## src/rtl/asi_pkg.sv

```systemverilog
// rtl/asi_pkg.sv - shared types and constants for the ASI memory arbiter
package asi_pkg;
   localparam int DEF_AXI_AW = 32;
   localparam int DEF_AXI_DW = 64;
   localparam int DEF_MEM_AW = 12;
   localparam int SLV_BYTEW_LOG = $clog2(DEF_AXI_DW / 8);

   typedef enum logic [1:0] {ARB_IDLE, ARB_W, ARB_R} arb_state_t;
   typedef enum logic {OWN_W, OWN_R} arb_owner_t;

   function automatic int bytew_log(input int dw);
      return $clog2(dw / 8);
   endfunction
endpackage

```

## src/rtl/asi_rd_pipe.sv

```systemverilog
// rtl/asi_rd_pipe.sv - read return delay line tracking valid and dropped beats
module asi_rd_pipe #(
   parameter int RD_LAT = 1,
   parameter int DW     = 64
) (
   input  logic          clk,
   input  logic          rst_n,
   input  logic          push,
   input  logic          drop,
   input  logic [DW-1:0] mem_rdata,
   output logic          rvalid,
   output logic [DW-1:0] rdata
);
   logic [RD_LAT-1:0] v_q;
   logic [RD_LAT-1:0] d_q;

   always_ff @(posedge clk or negedge rst_n) begin
      if (!rst_n) begin
         v_q <= '0;
         d_q <= '0;
      end else begin
         v_q[0] <= push;
         d_q[0] <= push & drop;
         for (int i = 1; i < RD_LAT; i++) begin
            v_q[i] <= v_q[i-1];
            d_q[i] <= d_q[i-1];
         end
      end
   end

   // Dropped beats still return a valid slot so the requester's beat count holds.
   assign rvalid = v_q[RD_LAT-1];
   assign rdata  = (rvalid && !d_q[RD_LAT-1]) ? mem_rdata : '0;
endmodule

```

## src/rtl/asi_mem_arb.sv

```systemverilog
// rtl/asi_mem_arb.sv - round-robin burst arbiter between write and read sides for one SRAM port
module asi_mem_arb
   import asi_pkg::*;
#(
   parameter int AXI_AW = DEF_AXI_AW,
   parameter int AXI_DW = DEF_AXI_DW,
   parameter int MEM_AW = DEF_MEM_AW,
   parameter int RD_LAT = 1
) (
   input  logic                clk,
   input  logic                rst_n,
   input  logic                w_req,
   output logic                w_gnt,
   input  logic                w_we,
   input  logic [AXI_AW-1:0]   w_addr,
   input  logic [AXI_DW-1:0]   w_data,
   input  logic [AXI_DW/8-1:0] w_strb,
   input  logic                w_last,
   input  logic                r_req,
   output logic                r_gnt,
   input  logic                r_re,
   input  logic [AXI_AW-1:0]   r_addr,
   input  logic                r_last,
   output logic                r_rvalid,
   output logic [AXI_DW-1:0]   r_rdata,
   output logic                mem_en,
   output logic                mem_we,
   output logic [MEM_AW-1:0]   mem_addr,
   output logic [AXI_DW/8-1:0] mem_be,
   output logic [AXI_DW-1:0]   mem_wdata,
   input  logic [AXI_DW-1:0]   mem_rdata,
   output logic                err
);
   localparam int BL = bytew_log(AXI_DW);

   arb_state_t state, next_state;
   arb_owner_t last_owner;
   logic w_beat, r_beat, w_done, r_done, w_ok, r_ok, proto_err, range_err;

   assign w_beat    = w_we & w_gnt;
   assign r_beat    = r_re & r_gnt;
   assign w_done    = w_beat & w_last;
   assign r_done    = r_beat & r_last;
   assign w_ok      = (w_addr >> (MEM_AW + BL)) == '0;
   assign r_ok      = (r_addr >> (MEM_AW + BL)) == '0;
   assign proto_err = (w_we & ~w_gnt) | (r_re & ~r_gnt);
   assign range_err = (w_beat & ~w_ok) | (r_beat & ~r_ok);

   // Grants are registered from next_state so a burst handover has no idle cycle.
   always_ff @(posedge clk or negedge rst_n) begin
      if (!rst_n) begin
         state      <= ARB_IDLE;
         last_owner <= OWN_R;
         w_gnt      <= 1'b0;
         r_gnt      <= 1'b0;
         err        <= 1'b0;
      end else begin
         state <= next_state;
         w_gnt <= (next_state == ARB_W);
         r_gnt <= (next_state == ARB_R);
         err   <= err | proto_err | range_err;
         if (w_done)      last_owner <= OWN_W;
         else if (r_done) last_owner <= OWN_R;
      end
   end

   always_comb begin
      next_state = state;
      case (state)
         ARB_IDLE: begin
            if (w_req && r_req) next_state = (last_owner == OWN_R) ? ARB_W : ARB_R;
            else if (w_req)     next_state = ARB_W;
            else if (r_req)     next_state = ARB_R;
         end
         ARB_W: begin
            if (w_done)      next_state = r_req ? ARB_R : (w_req ? ARB_W : ARB_IDLE);
            else if (!w_req) next_state = ARB_IDLE;
         end
         ARB_R: begin
            if (r_done)      next_state = w_req ? ARB_W : (r_req ? ARB_R : ARB_IDLE);
            else if (!r_req) next_state = ARB_IDLE;
         end
         default: next_state = ARB_IDLE;
      endcase
   end

   always_comb begin
      mem_en    = 1'b0;
      mem_we    = 1'b0;
      mem_addr  = '0;
      mem_be    = '0;
      mem_wdata = '0;
      if (w_beat && w_ok) begin
         mem_en    = 1'b1;
         mem_we    = 1'b1;
         mem_addr  = w_addr[BL +: MEM_AW];
         mem_be    = w_strb;
         mem_wdata = w_data;
      end else if (r_beat && r_ok) begin
         mem_en   = 1'b1;
         mem_addr = r_addr[BL +: MEM_AW];
         mem_be   = '1;
      end
   end

   asi_rd_pipe #(
      .RD_LAT(RD_LAT),
      .DW    (AXI_DW)
   ) u_rd_pipe (
      .clk      (clk),
      .rst_n    (rst_n),
      .push     (r_beat),
      .drop     (~r_ok),
      .mem_rdata(mem_rdata),
      .rvalid   (r_rvalid),
      .rdata    (r_rdata)
   );
endmodule

```

## config.mk

```make
export PLATFORM = sky130hd
export DESIGN_NAME = asi_mem_arb
export DESIGN_NICKNAME = d
export VERILOG_FILES = /design/src/rtl/asi_pkg.sv /design/src/rtl/asi_rd_pipe.sv /design/src/rtl/asi_mem_arb.sv
export SDC_FILE = /design/constraint.sdc
export NUM_CORES = 1
export LEC_CHECK = 0
export ABC_AREA = 1
export BUFFER_PORTS_ARGS = -buffer_cell sky130_fd_sc_hd__buf_2
export CORE_AREA = 3 3 138 140
export DETAILED_ROUTE_END_ITERATION = 8
export DIE_AREA = 0 0 141 143
export GPL_TIMING_DRIVEN = 0
export HOLD_SLACK_MARGIN = 0.03
export PLACE_DENSITY = 0.45
export SLEW_MARGIN = 15
export SYNTH_ARGS = -nofsm -noshare
export SYNTH_HDL_FRONTEND = slang
export SYNTH_SLANG_ARGS = --single-unit
export TNS_END_PERCENT = 50
```

## constraint.sdc

```tcl
create_clock -name clk -period 2.9 [get_ports clk]
set_input_delay 0.58 -clock clk [delete_from_list [all_inputs] [get_ports clk]]
set_output_delay 0.58 -clock clk [all_outputs]
set_load 0.01 [all_outputs]
```

==> results of run 1 <==
## through the flow
step,util (%),setup WS [ns]
floorplan,-,0.756
global placement,22.6,-0.00626
detailed placement,22.6,-0.00169
CTS,23.1,0.0883
global route,23.1,0.0303
finish,23.1,0.224
## cell type report
cell class,count,area [um2]
fill,2136,13800
timing repair buffer,355,1780
multi-input combinational,242,1120
inverter,157,589
tap,229,287
sequential,8,201
buffer,17,97.6
clock buffer,4,78.8
## metal layers
metal	vias to the layer above	global-route usage, %
li1	1866	-
met1	1409	11.4
met2	204	19.4
met3	6	1.54
met4	0	1.33
met5	-	0
## cells in the mapped netlist, drive strengths merged
library cell and instances:
a21oi 1, buf 7, clkbuf 10, dfrtp 7, dfstp 1, inv 157, nand2 52, nand3 28
nand4 3, nor2 149, nor3 2, o21ai 2, o221ai 2, o22ai 1, or2 2
## logic make-up (layout without fill, tap and decap cells)
logic type / Yosys count / count (layout)
compound gates: 6 / 6
flops: 8 / 8
simple gates: 236 / 236
buf+inv: 174 / 533
## report_power, final
| group | internal (W) | switching (W) | leakage, nW |
|---|---|---|---|
| logic | 0.000256 | 0.000347 | 3.07 |
| clock network | 0.000183 | 0.0000556 | 0.0382 |
| registers | 0.000154 | 0.0000245 | 0.0970 |
| total | 0.000593 | 0.000427 | 3.21 |
## sequential cells by signal (all words and copies together), names as in the netlist
| register | count |
|---|---|
| w_gnt | 1 |
| state | 2 |
| u_rd_pipe.d_q | 1 |
| r_gnt | 1 |
| u_rd_pipe.rvalid | 1 |
| err | 1 |
| last_owner | 1 |
## placed cells by master (no fill, tap or decap)
cell type,n
buf_2,358
inv_1,156
nor2_1,117
nand2_1,51
nand3_1,28
nor2_2,22
clkbuf_1,11
nor2_4,10
dfrtp_1,7
buf_6,4
clkbuf_16,3
o21ai_0,2
o221ai_1,2
nand4_1,2
or2_1,2
nor3_1,1
nand4_2,1
inv_2,1
nor3_2,1
nand2_4,1
o22ai_1,1
a21oi_1,1
dfstp_2,1
## path summary, 6_finish.rpt
kind / start / endpoint / slack [ns] / cells after the start
worst max-delay path: r_addr[28] / mem_addr[9] / 0.22 / 10
worst min-delay path: rst_n / state[1]$_DFF_PN0_ / 0.18 / 1
worst max register to register: w_gnt$_DFF_PN0_ / r_gnt$_DFF_PN0_ / 1.50 / 9
worst min register to register: last_owner$_DFFE_PN1P_ / last_owner$_DFFE_PN1P_ / 0.47 / 2
max in group asynchronous: rst_n / last_owner$_DFFE_PN1P_ / 2.48 / 1
min in group clk: last_owner$_DFFE_PN1P_ / last_owner$_DFFE_PN1P_ / 0.47 / 2
## repair_timing
item | CTS | global route
gates resized for setup | 1 | 1
buffers inserted | 0 | 0
setup endpoints to repair | 1 | 1
## worst max-delay path: stages
cell	delay, ns
buf_2	0.09
nor2_1	0.10
nand2_1	0.08
nor2_1	0.26
nand3_1	0.19
nor2_2	0.21
buf_2	0.26
nand3_1	0.12
nand2_1	0.08
buf_2	0.13
==> run metrics, run 1 <==
status=completed; Synth Area in Simple Gates=53.7%; Reg clk slew, reported paths=0.04 ns; CTS Hold Bufs=0; final net count=992; top-area cell type share of the netlist area=29.2%; antenna violations before repair=0; share of cells above drive strength 1=51.3%; Die Y=143 um; Post-DRT Antenna Nets=0; Post-Syn Instances=424; clock skew=0.000319 ns; max-cap violation count=0; yosys warns=0; Post-Layout Cell Count=1012; post-synth net total=632; Power, Total=0.00102 W; post-synthesis sequential area ratio=10.0%; design area=4150 um2; vias in the first global route=3250; first-pass GRT wire length=16.1 mm; met2 routed WL=6.03 mm; router iterations before antenna repair=4; final setup fails=0; Die Wd=141 um; final critical-path required period=2.68 ns; synthesized flop and latch total=8; final hold violations=0; gr usage total=9.83%; synth unique cells=21; Critical Path End Type=primary output; Synth area leader=inv_1; Pleak=3.21 nW; full die area=20200 um2; Power Density=246 nW/um2; DR WL met3=1.06 mm; Synth Area in Compound Gates=1.94%; Worst IR Drop VDD=134 uV; starting density of the core=11.2%; FMAX=374 MHz; placed instance count=1008; crit share post-route=92.3%; Buffers on Ports=355; crit path DAT=2.10 ns; WL per Instance=11.3 um; area grow syn2layout=107%; largest family of logic cells by synthesized area=simple AND/OR/NAND/NOR gates; Worst Path Required=2.32 ns; clock sinks=8; synth top area cells=inv_1 (29%), nor2_1 (22%), nand2_1 (9.6%); RSZ-0062 raised after global routing=no; TNS Setup=0 ns; Inserted Clock Buffers=3; Root Buffer=clkbuf_16; I/O pins=362; max layer used=met4; Worst-Skew Late Latency=0.23 ns; Clock Path Buffers=2; HPWL Detailed=10.5 mm; CTS tree=built; Synth Area in Adders=0%; Synth Area in XOR/XNOR=0%; critical path startpoint category=input port; core footprint=18000 um2; worst slew pin tran=0.452 ns; Inserted Diodes=0; worst min path class=input port to async pin; H-tree lvl count=1; Rel. slew slack=69.8%; multiplexer share of the synthesized area=0%; met1 wire length=4.22 mm; CP Class=input port to primary output; placed cell area=4070 um2; mean post-synth cell area=4.73 um2; DRT iter0 DRCs=88; DRC errors left=0; Vias=3485; hold_ws=0.184 ns; DR vias/cell=3.44; critical-path maximum fanout=10; FP Rows=49; GP Congestion=0.738; total global routing overflow=0; Pins Over Slew Limit=0; largest net degree at the start of global routing=11; final wirelength=11.4 mm; Post-Syn Area=2000 um2
(Power assumes the default switching activity.)
==> run 2: changes to the inputs <==
==> constraint.sdc (replaced) <==
create_clock -name clk -period 3.2 [get_ports clk]
set_input_delay 0.32 -clock clk [delete_from_list [all_inputs] [get_ports clk]]
set_output_delay 0.32 -clock clk [all_outputs]
set_load 0.01 [all_outputs]
==> run metrics, run 2 (synthesis results as in run 1) <==
Clock Path Buffers=2 (unchanged); Root Buffer=clkbuf_16; FP Rows=49 (unchanged); first-pass GRT wire length=16.1 mm (unchanged); final wirelength=11.4 mm (about the same); max-cap violation count=0 (unchanged); FILL cells=2137 (+0.047%); Post-DRT Antenna Nets=0 (unchanged); share of cells above drive strength 1=51.0% (-0.32 points); critical path's most frequent cell=buf_2; router iterations before antenna repair=4 (unchanged); Rel. slew slack=66.4% (-3.5 points); final net count=993 (+0.10%); Buffers on Ports=355 (unchanged); worst slew pin tran=0.501 ns (+0.0482 ns); commonest cells after routing, fill and taps aside=buf_2 (358), inv_1 (156), nor2_1 (118); crit path DAT=1.95 ns (-0.15 ns); DR vias/cell=3.45 (+0.13%); Die Y=143 um (unchanged); commonest non-fill, non-tap cell in the layout=buf_2; starting density of the core=11.2% (unchanged); Buf+Inv Stages, Crit Path=3 (unchanged); Reg clk slew, reported paths=0.04 ns (about the same); Power Density=222 nW/um2 (-9.6%); Util after Layout=23.1% (about the same); Inserted Clock Buffers=3 (unchanged); Worst Path Required=2.88 ns (+0.56 ns); HPWL Detailed=10.5 mm (unchanged); critical path startpoint category=input port; Worst IR Drop VDD=122 uV (-9.3%); Pins Over Slew Limit=0 (unchanged); final hold violations=0 (unchanged); DRC errors left=0 (unchanged); crit share post-route=70.9%; FMAX=441 MHz; most flop-heavy register=state; critical-path cell list=buf_2 > nor3_1 > nand3_1 > nor2_1 > buf_2 > nand3_1 > nand2_1 > buf_2; Pleak=3.21 nW (+0.10%); vias in the first global route=3252 (+0.062%); gr usage total=9.83% (unchanged); max reg flops=2 (unchanged); CP max stage cell=nor3_1; Top delay family on crit path=simple AND/OR/NAND/NOR gates; Vias=3493 (+0.23%); H-tree lvl count=1 (unchanged); worst min path class=input port to register; Worst-Skew Late Latency=0.23 ns (about the same); CTS Hold Bufs=1 (+1); status=completed; Critical Path End Type=primary output; final setup fails=0 (unchanged); largest net degree at the start of global routing=11 (unchanged); Max stage delay on crit path=0.44 ns (+0.18 ns); CP Class=input port to primary output; post_cts resized=0 (-1); I/O pins=362 (unchanged); core footprint=18000 um2 (unchanged); number of setup buffers added after CTS=0 (unchanged); critical-path maximum fanout=10 (unchanged); CTS tree=built; antenna violations before repair=0 (unchanged); final critical-path required period=2.27 ns; WL per Instance=11.2 um (-0.14%); full die area=20200 um2 (unchanged); area grow syn2layout=107% (about the same); clock skew=0.000468 ns (+0.000149 ns); RSZ-0062 raised after global routing=no; Die Wd=141 um (unchanged); total global routing overflow=0 (unchanged); GP Congestion=0.738 (unchanged); DRT iter0 DRCs=86 (-2.3%); clock sinks=8 (unchanged); TNS Setup=0 ns (unchanged); Inserted Diodes=0 (unchanged)
[run 2: area by class of cell]
class	instances	area (um2)	area share [%]
Multi-Input combinational cell	242	1120	26.9
Buffer	17	97.6	2.35
Timing Repair Buffer	356	1790	43.0
Sequential cell	8	201	4.85
Inverter	157	589	14.2
Clock buffer	4	78.8	1.90
Tap cell	229	287	6.89
[run 2: layer usage]
metal  vias to the layer above  global-route usage (%)  share of wire [%]
met1                      1413                    11.4                 37
met2                       205                    19.4                 53
met4                         0                    1.33               0.62
met5                         -                       0                  0
li1                       1869                       -                  -
met3                         6                    1.54                9.3
[run 2: worst reg2reg max path, stage by stage (launching register included)]
cell and delay [ns]:
dfrtp_1 0.40, nand2_1 0.08, inv_1 0.06, buf_2 0.18, nand2_1 0.13, inv_1 0.08, nand2_1 0.08, nand2_1 0.06
nand2_1 0.07, o221ai_1 0.13
[run 2: through the flow]
| stage | total power (W) | hold WS [ns] | worst slack (ns) | instances | instance area, um2 |
|---|---|---|---|---|---|
| floorplan | 0.000424 | 0.0244 | 1.58 | 424 | 2000 |
| detailed placement | 0.000723 | 0.171 | 0.818 | 1008 | 4070 |
| global route | 0.00101 | 0.399 | 0.696 | 1013 | 4160 |
| finish | 0.000923 | 0.381 | 0.930 | 1013 | 4160 |
| CTS | 0.000949 | 0.373 | 0.814 | 1013 | 4160 |
| global placement | 0.000723 | 0.171 | 0.814 | 1008 | 4070 |
[run 2: worst paths after layout]
check / startpoint / to / slack [ns] / cells after the start
min in group asynchronous: rst_n / state[1]$_DFF_PN0_ / 0.47 / 2
worst min register to register: last_owner$_DFFE_PN1P_ / last_owner$_DFFE_PN1P_ / 0.47 / 2
worst min-delay path: r_last / last_owner$_DFFE_PN1P_ / 0.38 / 3
max in group asynchronous: rst_n / last_owner$_DFFE_PN1P_ / 2.50 / 2
worst max register to register: w_gnt$_DFF_PN0_ / r_gnt$_DFF_PN0_ / 1.81 / 9
worst max-delay path: r_addr[30] / mem_addr[9] / 0.93 / 8
[run 2: power breakdown]
| part | internal (W) | switching, W |
|---|---|---|
| clock | 0.000166 | 0.0000501 |
| combinational | 0.000232 | 0.000314 |
| sequential | 0.000140 | 0.0000211 |
| total | 0.000538 | 0.000385 |
==> run 3: changes to the inputs <==
--- a/config.mk
+++ b/config.mk
@@ -7,12 +7,12 @@
 export LEC_CHECK = 0
 export ABC_AREA = 1
 export BUFFER_PORTS_ARGS = -buffer_cell sky130_fd_sc_hd__buf_2
-export CORE_AREA = 3 3 138 140
+export CORE_AREA = 3 3 140 142
 export DETAILED_ROUTE_END_ITERATION = 8
-export DIE_AREA = 0 0 141 143
+export DIE_AREA = 0 0 143 145
 export GPL_TIMING_DRIVEN = 0
 export HOLD_SLACK_MARGIN = 0.03
-export PLACE_DENSITY = 0.45
+export PLACE_DENSITY = 0.46
 export SLEW_MARGIN = 15
 export SYNTH_ARGS = -nofsm -noshare
 export SYNTH_HDL_FRONTEND = slang
==> constraint.sdc (replaced) <==
create_clock -name clk -period 2 [get_ports clk]
set_input_delay 0.2 -clock clk [delete_from_list [all_inputs] [get_ports clk]]
set_output_delay 0.2 -clock clk [all_outputs]
set_load 0.01 [all_outputs]
==> run metrics, run 3 (synthesis results as in run 1) <==
status=completed; Die Y=145 um (+1.4%); Worst Path Required=1.80 ns (-1.08 ns); full die area=20700 um2 (+2.8%); crit share post-route=91.2%; TNS Setup=0 ns (unchanged); commonest cells after routing, fill and taps aside=buf_2 (356), inv_1 (156), nor2_1 (116); Rel. slew slack=66.0% (-0.32 points); max layer used=met4; Critical Path End Type=primary output; RSZ-0062 raised after global routing=no; most flop-heavy register=state; met1 wire length=4.24 mm (+0.64%); Gate power share=58.8% (-0.4 points); Inserted Diodes=0 (unchanged); commonest non-fill, non-tap cell in the layout=buf_2; worst slew pin tran=0.505 ns (+0.00475 ns); router iterations before antenna repair=4 (unchanged); Power Density=356 nW/um2 (+60%); starting density of the core=10.8% (-0.37 points); Post-Layout Cell Count=1017 (+0.39%); first-pass GRT wire length=15.8 mm (-1.6%); CTS tree=built; placed instance count=1013 (+0.50%); Sw Ratio=42.1% (+0.34 points); register area=201 um2 (unchanged); Inserted Clock Buffers=3 (unchanged); r2r endpoint=w_gnt$_DFF_PN0_; critical path startpoint category=register; clock skew=0.00299 ns (+0.00252 ns); Clk pwr share=23.6% (+0.2 points); Worst Hold Launch=w_last; Clock Path Buffers=2 (unchanged); CP max stage cell=dfrtp_1; Worst-Skew Late Latency=0.23 ns (about the same); final net count=992 (-0.10%); met2 routed WL=5.55 mm (-8.0%); Reg clk slew, reported paths=0.04 ns (about the same); GP Congestion=0.767 (+4.0%); Buffers on Ports=355 (unchanged); final wirelength=10.9 mm (-4.2%); design area=4180 um2 (+0.57%); Multi-input gate area=1130 um2 (+1.7%); WL per Instance=10.7 um (-4.6%); FP Rows=50 (+2.0%); Vias=3469 (-0.69%); number of setup buffers added after CTS=0 (unchanged); CP Class=register to primary output; Pleak=3.21 nW (+0.10%); HPWL Detailed=9.84 mm (-6.1%); critical path's most frequent cell=buf_6; Worst IR Drop VDD=194 uV (+59%); DR vias/cell=3.41 (-1.1%); critical-path cell list=nand2_1 > inv_1 > nand4_4 > buf_6 > buf_6 > nor2_4 > buf_2; Pins Over Slew Limit=0 (unchanged); Max stage delay on crit path=0.40 ns (-0.04 ns); core footprint=18600 um2 (+3.4%); area grow syn2layout=109%; P_int=0.000861 W (+60%); worst min path class=input port to register; gr usage total=9.35% (-0.48 points); Die Wd=143 um (+1.4%); clock sinks=8 (unchanged); final critical-path required period=1.82 ns; I/O pins=362 (unchanged); antenna violations before repair=0 (unchanged); R2R Setup Slk=0.59 ns (-1.22 ns); Root Buffer=clkbuf_16; placed cell area=4070 um2 (+0.15%); final hold violations=0 (unchanged); crit path DAT=1.62 ns (-0.33 ns); Worst R2R Path Depth=8 (-1); critical-path maximum fanout=10 (unchanged); share of cells above drive strength 1=51.5% (+0.45 points); largest net degree at the start of global routing=11 (unchanged); vias in the first global route=3233 (-0.58%); DRT iter0 DRCs=80 (-7.0%); H-tree lvl count=1 (unchanged); max reg flops=2 (unchanged); Hold Crit Depth=4 (+1); DR WL met3=1.07 mm (+0.66%); Post-DRT Antenna Nets=0 (unchanged); hold_ws=0.262 ns (-0.118 ns); Worst Hold Path EP=last_owner$_DFFE_PN1P_; total global routing overflow=0 (unchanged); FMAX=548 MHz; Flop pwr share=17.5% (about the same); RR Startpoint=w_gnt$_DFF_PN0_; max-cap violation count=0 (unchanged); Util after Layout=22.5% (-0.64 points); DRC errors left=0 (unchanged); FILL cells=2164 (+1.3%); Sw Pwr=0.000625 W (+62%); final setup fails=0 (unchanged)
[run 3: worst max-delay path, delay by kind of cell, from the launching register on]
kind,cells,cell delay [ns]
AND/OR/NAND/NOR,3,0.34
buffers and inverters,4,0.65
flip-flops,1,0.40
[run 3: stage by stage]
step	setup WS [ns]	power (W)
floorplan	0.616	0.000679
global placement	0.0124	0.00115
detailed placement	0.00611	0.00115
CTS	0.000826	0.00152
global route	0.000270	0.00163
finish	0.177	0.00149
[run 3: power by group through the flow]
stage | Clock, W | Sequential [W] | Combinational [W]
floorplan | 0 | 0.000262 | 0.000417
global placement | 0 | 0.000266 | 0.000888
detailed placement | 0 | 0.000268 | 0.000883
CTS | 0.000359 | 0.000265 | 0.000891
global route | 0.000368 | 0.000270 | 0.000994
finish | 0.000351 | 0.000261 | 0.000875
[run 3: area by class of cell]
cell class	count	share of cell area [%]
Multi-Input combinational cell	242	27.1
Tap cell	234	7.00
Timing Repair Buffer	356	42.7
Clock buffer	4	1.89
Sequential cell	8	4.82
Buffer	16	2.30
Inverter	157	14.1
[run 3: per-layer routing]
metal / vias to the layer above / global-route usage, %
met1: 1394 / 10.6
met4: 0 / 0.856
li1: 1866 / -
met3: 4 / 1.68
met5: - / 0
met2: 205 / 18.4
[run 3: how the worst max path moves through the flow]
stage | from | endpoint | slack (ns) | depth (start not counted)
6_report | w_gnt$_DFF_PN0_ | mem_wdata[60] | 0.18 | 7
5_1_grt | w_gnt$_DFF_PN0_ | mem_wdata[26] | 0.0003 | 6
4_1_cts | r_addr[16] | mem_addr[8] | 0.0008 | 9
3_5_place_dp | r_addr[16] | mem_addr[8] | 0.006 | 9
3_3_place_gp | w_addr[26] | mem_addr[10] | 0.01 | 10
2_1_floorplan | w_addr[16] | mem_addr[10] | 0.62 | 7
[run 3: timing repair]
action	in CTS	in global routing
endpoints found under the setup margin	2	10
gates resized for setup	1	6
hold buffers	1	0
endpoints found under the hold margin	7	0
